[config.mk]
export PLATFORM = sky130hd
export DESIGN_NAME = inv_bvurem_search
export DESIGN_NICKNAME = d
export VERILOG_FILES = /design/src/rtl/inv_bvurem_search.sv
export SDC_FILE = /design/constraint.sdc
export NUM_CORES = 1
export LEC_CHECK = 0
export CAP_MARGIN = 20
export CORE_UTILIZATION = 31
export CTS_BUF_LIST = sky130_fd_sc_hd__clkbuf_8
export CTS_CLUSTER_DIAMETER = 100
export DETAILED_ROUTE_END_ITERATION = 7
export SLEW_MARGIN = 20
export SYNTH_ARGS = -nofsm -noshare
export SYNTH_HDL_FRONTEND = slang
export SYNTH_SLANG_ARGS = --single-unit
[constraint.sdc]
create_clock -name clk -period 2.1 [get_ports clk]
set_input_delay 0.315 -clock clk [delete_from_list [all_inputs] [get_ports clk]]
set_output_delay 0.315 -clock clk [all_outputs]
set_load 0.1 [all_outputs]
[src/rtl/inv_bvurem_search.sv]
// -----------------------------------------------------------------------------
// inv_bvurem_search
//
// Purpose: finds the smallest unsigned W-bit x such that
//    (x urem s) >=u t   when the position is 0 (x is the dividend), or
//    (s urem x) >=u t   when the position is 1 (x is the divisor).
// "a urem 0 = a" semantics. Candidates 0 .. 2^W-1 are tried in order. Each
// candidate costs W cycles in a restoring shift-subtract divider, plus one
// CHECK cycle.
//
// Configuration macro: INV_POS_SEL_EN
//    defined   -> a pos input selects the operand position for each search
//    undefined -> no pos port; the position is fixed by POS_DEFAULT
//
// Ports:
//    clk    in   clock; all state changes on the rising edge
//    rst_n  in   asynchronous active-low reset
//    start  in   start a search; sampled only in IDLE
//    s      in   W   fixed operand, captured when start is accepted
//    t      in   W   lower bound for the remainder, captured when start is accepted
//    pos    in   operand position (only with INV_POS_SEL_EN)
//    busy   out  high while a search is running
//    done   out  one-cycle pulse when a search completes
//    found  out  a witness exists; held until the next accepted start
//    x      out  W   witness value; valid together with found
// -----------------------------------------------------------------------------
module inv_bvurem_search #(
   parameter int W           = 4,
   parameter bit POS_DEFAULT = 1'b0
) (
   input  logic         clk,
   input  logic         rst_n,
   input  logic         start,
   input  logic [W-1:0] s,
   input  logic [W-1:0] t,
`ifdef INV_POS_SEL_EN
   input  logic         pos,
`endif
   output logic         busy,
   output logic         done,
   output logic         found,
   output logic [W-1:0] x
);

   localparam int CW = $clog2(W);

   typedef enum logic [1:0] {
      S_IDLE,
      S_DIV,
      S_CHECK,
      S_DONE
   } state_e;

   state_e         state_q, state_d;
   logic [W:0]     cand_q,  cand_d;
   logic [W-1:0]   s_q,     s_d;
   logic [W-1:0]   t_q,     t_d;
   logic           pos_q,   pos_d;
   logic [W-1:0]   rem_q,   rem_d;
   logic [W-1:0]   dvd_q,   dvd_d;
   logic [CW-1:0]  cnt_q,   cnt_d;
   logic           busy_q,  busy_d;
   logic           done_q,  done_d;
   logic           found_q, found_d;
   logic [W-1:0]   x_q,     x_d;

   logic           pos_in;
   logic [W-1:0]   divisor;
   logic [W:0]     shifted;
   logic [W+1:0]   diff;
   logic [W-1:0]   rem_step;

`ifdef INV_POS_SEL_EN
   assign pos_in = pos;
`else
   assign pos_in = POS_DEFAULT;
`endif

   // One restoring step. A zero divisor never borrows, so the dividend bits
   // simply shift into the remainder and it ends up equal to the dividend.
   // The partial remainder never needs more than W bits: it is either below a
   // nonzero divisor, or, for a zero divisor, made of fewer than W dividend bits.
   always_comb begin
      divisor  = pos_q ? cand_q[W-1:0] : s_q;
      shifted  = {rem_q, dvd_q[W-1]};
      diff     = {1'b0, shifted} - {2'b00, divisor};
      rem_step = diff[W+1] ? shifted[W-1:0] : diff[W-1:0];
   end

   always_comb begin
      state_d = state_q;
      cand_d  = cand_q;
      s_d     = s_q;
      t_d     = t_q;
      pos_d   = pos_q;
      rem_d   = rem_q;
      dvd_d   = dvd_q;
      cnt_d   = cnt_q;
      busy_d  = busy_q;
      done_d  = 1'b0;
      found_d = found_q;
      x_d     = x_q;

      unique case (state_q)
         S_IDLE: begin
            if (start) begin
               s_d     = s;
               t_d     = t;
               pos_d   = pos_in;
               cand_d  = '0;
               found_d = 1'b0;
               x_d     = '0;
               rem_d   = '0;
               cnt_d   = '0;
               dvd_d   = pos_in ? s : '0;
               busy_d  = 1'b1;
               state_d = S_DIV;
            end
         end

         S_DIV: begin
            rem_d = rem_step;
            dvd_d = {dvd_q[W-2:0], 1'b0};
            cnt_d = cnt_q + 1'b1;
            if (cnt_q == CW'(W - 1)) begin
               state_d = S_CHECK;
            end
         end

         S_CHECK: begin
            if (rem_q >= t_q) begin
               found_d = 1'b1;
               x_d     = cand_q[W-1:0];
               busy_d  = 1'b0;
               done_d  = 1'b1;
               state_d = S_DONE;
            end else if (cand_q == {1'b0, {W{1'b1}}}) begin
               found_d = 1'b0;
               x_d     = '0;
               busy_d  = 1'b0;
               done_d  = 1'b1;
               state_d = S_DONE;
            end else begin
               // Reload the divider straight from the incremented candidate.
               cand_d  = cand_q + 1'b1;
               rem_d   = '0;
               cnt_d   = '0;
               dvd_d   = pos_q ? s_q : cand_d[W-1:0];
               state_d = S_DIV;
            end
         end

         S_DONE: begin
            state_d = S_IDLE;
         end

         default: begin
            state_d = S_IDLE;
         end
      endcase
   end

   always_ff @(posedge clk or negedge rst_n) begin
      if (!rst_n) begin
         state_q <= S_IDLE;
         cand_q  <= '0;
         s_q     <= '0;
         t_q     <= '0;
         pos_q   <= 1'b0;
         rem_q   <= '0;
         dvd_q   <= '0;
         cnt_q   <= '0;
         busy_q  <= 1'b0;
         done_q  <= 1'b0;
         found_q <= 1'b0;
         x_q     <= '0;
      end else begin
         state_q <= state_d;
         cand_q  <= cand_d;
         s_q     <= s_d;
         t_q     <= t_d;
         pos_q   <= pos_d;
         rem_q   <= rem_d;
         dvd_q   <= dvd_d;
         cnt_q   <= cnt_d;
         busy_q  <= busy_d;
         done_q  <= done_d;
         found_q <= found_d;
         x_q     <= x_d;
      end
   end

   assign busy  = busy_q;
   assign done  = done_q;
   assign found = found_q;
   assign x     = x_q;

endmodule

==> flow_summary.yaml, run 1 <==
yosys:
  synth_cell_types: 33
  synth_seq_cells: 32
  synth_edf_count: 0
  syn_area_um2: 1710
  synth_flop_cell: "dfrtp_1"
  async_flop_share: 1.000
  ys_warn_count: 0
  synth_fp_nets: 183
  syn_inst: 155
  avgSynthCellArea_um2: 11.03
  yosysSeqAreaShare: 0.4682
critical_path:
  required_ns: 2.28
  crit_type: "flop to flop"
  critPathMaxFanout: 7
  end_kind: "flop"
  crit_path_start_kind: "flop"
  r2r_cells: 5
  r2r_slack_ns: 0.04
  critical_path_arrival_ns: 2.24
timing:
  relSlewSlack: 0.7298
  finalHoldViolations: 0
  whs_ns: 0.4192
  finalMaxSlewViolations: 0
  timing.final.crit_share: 0.9791
  tightest_slew_ns: 0.4053
  max_freq_ghz: 0.4863
  fin_crit_ns: 2.056
  finalSetupViolCount: 0
  rsz0062_at_grt: "yes"
  skew_ns: 0.005502
cts:
  clockBufferDepth: 2
  cts_tree: "yes"
  cts_inserted_buffers: 5
  clock-sinks: 32
  root_buffer: "clkbuf_8"
  insertion_delay_ns: 0.29
  cts_max_level: 2
  clk_pin_slew_ns: 0.07
grt:
  grt_pass1_wl_mm: 5.892
  antenna_found_initial: 0
  grt_pass1_vias: 1212
  overflow: 0
  grt_max_degree: 33
  grt_use_total: 0.1337
final_layout:
  antenna_cells: 0
  drive_above_1_share: 0.2423
  fin_cells: 264
  final_common_cell: "dfrtp_1"
  layout_common_cells: "dfrtp_1 (32), inv_1 (25), buf_4 (23), ha_1 (16), mux2_2 (13)"
  final_cell_area_um2: 2155
  nNetsFinal: 221
  area_growth_pct: 25.97
  nFillCells: 513
route:
  wl_per_cell_um: 13.14
  antenna_left: 0
  drtIter0Drc: 50
  wl_mm: 3.468
  vias: 1215
  viasPerCell: 4.602
  drt-pass1-iter-count: 4
  remaining_drc_errors: 0
placement:
  dpl_cell_area_um2: 2012
  dp_cells: 250
  gp_congestion: 0.7620
  hpwl_mm: 2.383
  io_buffers: 17
die:
  num_rows: 26
  pin_count: 18
  dieArea_um2: 5819
  coreArea_um2: 5205
  fp.dieW_um: 76.28
  die_y_um: 76.28
  initial_core_util: 0.3286
run:
  drv_cap: 0
hold_path:
  hp-class: "primary input to asynchronous set/reset pin"
power:
  p_leak_nw: 1.066
  powerDensity_nw_per_um2: 1423
  ir_drop_v: 0.0005431
status:
  status: "completed"
## synthesized netlist by cell type, types with 3 or more instances
| master | number | area [µm²] |
|---|---|---|
| nor2_1 | 6 | 22.52 |
| inv_1 | 23 | 86.33 |
| nand2b_1 | 3 | 18.77 |
| o21ai_0 | 9 | 45.04 |
| ha_1 | 16 | 200.2 |
| dfrtp_1 | 32 | 800.8 |
| a22o_1 | 5 | 43.79 |
| o22ai_1 | 4 | 25.02 |
| a21oi_1 | 6 | 30.03 |
| nand3_1 | 6 | 30.03 |
| mux2_2 | 14 | 157.7 |
| nand2_1 | 5 | 18.77 |
## state kept, by name (all words and copies together) (netlist names)
register,flops
busy,1
x,4
cand_q,5
cnt_q,2
s_q,4
found,1
state_q,2
dvd_q,4
t_q,4
done,1
rem_q,4
## worst paths after layout
| kind | start | to |
|---|---|---|
| worst max-delay path | rem_q[1] | rem_q[3] |
| worst min-delay path | rst_n | t_q[1] |
| worst max register to register | rem_q[1] | rem_q[3] |
| worst min register to register | found | found |
| max in group asynchronous | rst_n | cnt_q[1] |
| min in group clk | found | found |
## kinds of logic after synthesis
family / Yosys count / share of synthesized area
flip-flops: 32 / 0.4682
AO/OA/AOI/OAI: 36 / 0.1478
XOR/XNOR: 3 / 0.01536
adder cells (fa/ha/maj): 17 / 0.1287
AND/OR/NAND/NOR: 25 / 0.07316
multiplexers: 16 / 0.1039
buffers and inverters: 26 / 0.06290
## metrics by stage
stage	TNS, ns	util	setup slack (ns)	power (W)
2_1_floorplan	0	-	0.1322	0.002015
3_3_place_gp	0	0.3865	0.1025	0.002424
3_5_place_dp	0	0.3865	0.05396	0.002450
4_1_cts	0	0.4038	0.05218	0.002978
5_1_grt	-0.2340	0.4139	-0.03975	0.003321
6_report	0	0.4139	0.04385	0.003066
## worst max-delay path, cell delays in order, from the launching register on
cell      delay, ns
dfrtp_1        0.43
ha_1           0.29
o211ai_1       0.26
o211ai_2       0.17
a211oi_4       0.41
mux2_2         0.38
## metal layers
layer | wire length [µm] | track usage
met5 | 0 | 0
met4 | 98 | 0.08654
met3 | 142 | 0.03593
met2 | 1661 | 0.2036
met1 | 1565 | 0.1663
## repair_timing
item | in CTS | in global routing
endpoints found under the setup margin | 0 | 9
buffers inserted | 0 | 6
hold buffers | 0 | 0
endpoints found under the hold margin | 0 | 0
resized for setup | 0 | 3
## cell type report
type / count / area [µm²] / share of cell area
clock inverter: 2 / 7.507 / 0.003484
timing repair buffer: 34 / 284.0 / 0.1318
inverter: 23 / 86.33 / 0.04007
clock buffer: 6 / 82.58 / 0.03833
sequential: 32 / 800.8 / 0.3717
tap: 70 / 87.58 / 0.04065
multi-input combinational: 97 / 805.8 / 0.3740
## report_power, final
part	internal [W]	switching, W
combinational	0.000741	0.000911
sequential	0.000802	0.000118
clock	0.000257	0.000236
No activity file was read; power rests on OpenSTA's default activity.
==> run 2: changes to the inputs <==
Settings changed: CORE_UTILIZATION 31 to 52, PLACE_DENSITY set to 0.77.
==> run 2 against run 1 <==
Core utilization increased by 27 points. Critical path type unchanged. Design area decreased by 2.9%. Critical endpoint is now rem_q[0]. Largest power group unchanged. Clock skew is 0.0013 ns higher. Worst setup slack gained 0.040 ns. Via count is 1.3% higher.
==> flow_summary.yaml, run 2 (synthesized netlist as in run 1, its figures left out) <==
cts:
  clock-sinks: 32
  clockBufferDepth: 2
  clk_pin_slew_ns: 0.07
  cts_tree: "yes"
  cts_inserted_buffers: 5
  root_buffer: "clkbuf_8"
  cts_setup_buffers: 0
  cts_max_level: 2
  insertion_delay_ns: 0.28
final_layout:
  final_cell_area_um2: 2092
  drive_above_1_share: 0.2258
  antenna_cells: 0
  layout_common_cells: "dfrtp_1 (31), inv_1 (24), ha_1 (16), buf_4 (16), mux2_2 (14)"
  nNetsFinal: 213
  largest_reg_flops: 5
  regMostFlops: "cand_q"
  area_growth_pct: 22.31
  final_common_cell: "dfrtp_1"
  utilization: 0.6797
critical_path:
  critPathMaxFanout: 5
  critPathSlowestCell: "dfrtp_1"
  slowest_delay_ns: 0.43
  r2r_cells: 7
  crit_path_start_kind: "flop"
  critical_path_arrival_ns: 2.22
  required_ns: 2.30
  r2r_end: "rem_q[0]"
  r2r_slack_ns: 0.08
  timing.rr.start: "rem_q[1]"
  worstPathCellList: "ha_1 > o211ai_1 > o211ai_4 > a211oi_4 > buf_4 > nand2_1 > o22ai_1"
  crit_type: "flop to flop"
  end_kind: "flop"
timing:
  tightest_slew_ns: 0.4646
  setup_ws_ns: 0.08350
  tns_ns: 0
  timing.final.crit_share: 0.9602
  finalMaxSlewViolations: 0
  relSlewSlack: 0.6896
  max_freq_ghz: 0.4959
  skew_ns: 0.006804
  rsz0062_at_grt: "yes"
  finalSetupViolCount: 0
  fin_crit_ns: 2.017
  finalHoldViolations: 0
grt:
  grt_pass1_wl_mm: 5.437
  grt_max_degree: 33
  grt_pass1_vias: 1203
  overflow: 0
  antenna_found_initial: 0
  grt_use_total: 0.2138
placement:
  dpl_cell_area_um2: 1964
  gp_congestion: 0.8491
  io_buffers: 17
  place_ws_ns: 0.05308
  hpwl_mm: 2.385
die:
  fp.dieW_um: 59.35
  initial_core_util: 0.5557
  pin_count: 18
  num_rows: 20
  dieArea_um2: 3522
  die_y_um: 59.35
  coreArea_um2: 3078
status:
  status: "completed"
route:
  remaining_drc_errors: 0
  drtIter0Drc: 55
  wl_per_cell_um: 14.15
  vias: 1231
  viasPerCell: 5.352
  wl_mm: 3.255
  antenna_left: 0
  drt-pass1-iter-count: 4
hold_path:
  hp-class: "primary input to asynchronous set/reset pin"
power:
  ir_drop_v: 0.0008227
  p_leak_nw: 1.021
  powerDensity_nw_per_um2: 1446
run:
  drv_cap: 0
run 2: critical path, delay by kind of cell (launching register included):
family,cells,cell delay [ns]
buf+inv,1,0.18
fa+ha+maj,1,0.30
compound gates,4,0.93
simple gates,1,0.09
flops,1,0.43
run 2: area by class of cell:
class | count | area (µm²)
clock buffers | 5 | 68.82
clock inverters | 3 | 38.79
fillers | 242 | 985.9
inverters | 23 | 86.33
multi-input cells | 97 | 820.8
flip-flops and latches | 32 | 802.0
well taps | 44 | 55.05
repair buffers | 26 | 220.2
run 2: per-layer routing:
| metal | part of all wire | global-route usage | wire length (µm) |
|---|---|---|---|
| met3 | 0.039 | 0.05895 | 127 |
| met1 | 0.47 | 0.2771 | 1528 |
| met4 | 0.013 | 0.06122 | 43 |
| met2 | 0.48 | 0.3499 | 1555 |
| met5 | 0 | 0 | 0 |
run 2: repair_timing:
action,4_1_cts,5_1_grt
hold buffers,0,0
gates resized for setup,0,4
setup endpoints to repair,0,15
run 2: worst max path at each step:
stage,depth (start not counted),from,to
after floorplan,7,cand_q[0],dvd_q[0]
after detailed placement,8,rem_q[0],rem_q[0]
after global routing,7,rem_q[1],dvd_q[2]
after global placement,7,rem_q[0],cand_q[2]
final,7,rem_q[1],rem_q[0]
after CTS,7,rem_q[0],cand_q[0]
run 2: power by group:
group | leakage (nW) | internal (W) | switching, W
Combinational | 0.544 | 0.000648 | 0.000886
Clock | 0.0593 | 0.000347 | 0.000220
Sequential | 0.418 | 0.000802 | 0.000122
run 2: metrics by stage:
stage                     cells  total power (W)  hold slack, ns
after floorplan             155         0.002015         0.01941
after global routing        230         0.003233          0.4514
after CTS                   230         0.002983          0.4345
after detailed placement    222         0.002404          0.4678
final                       230         0.003024          0.4219
after global placement      222         0.002339          0.4658
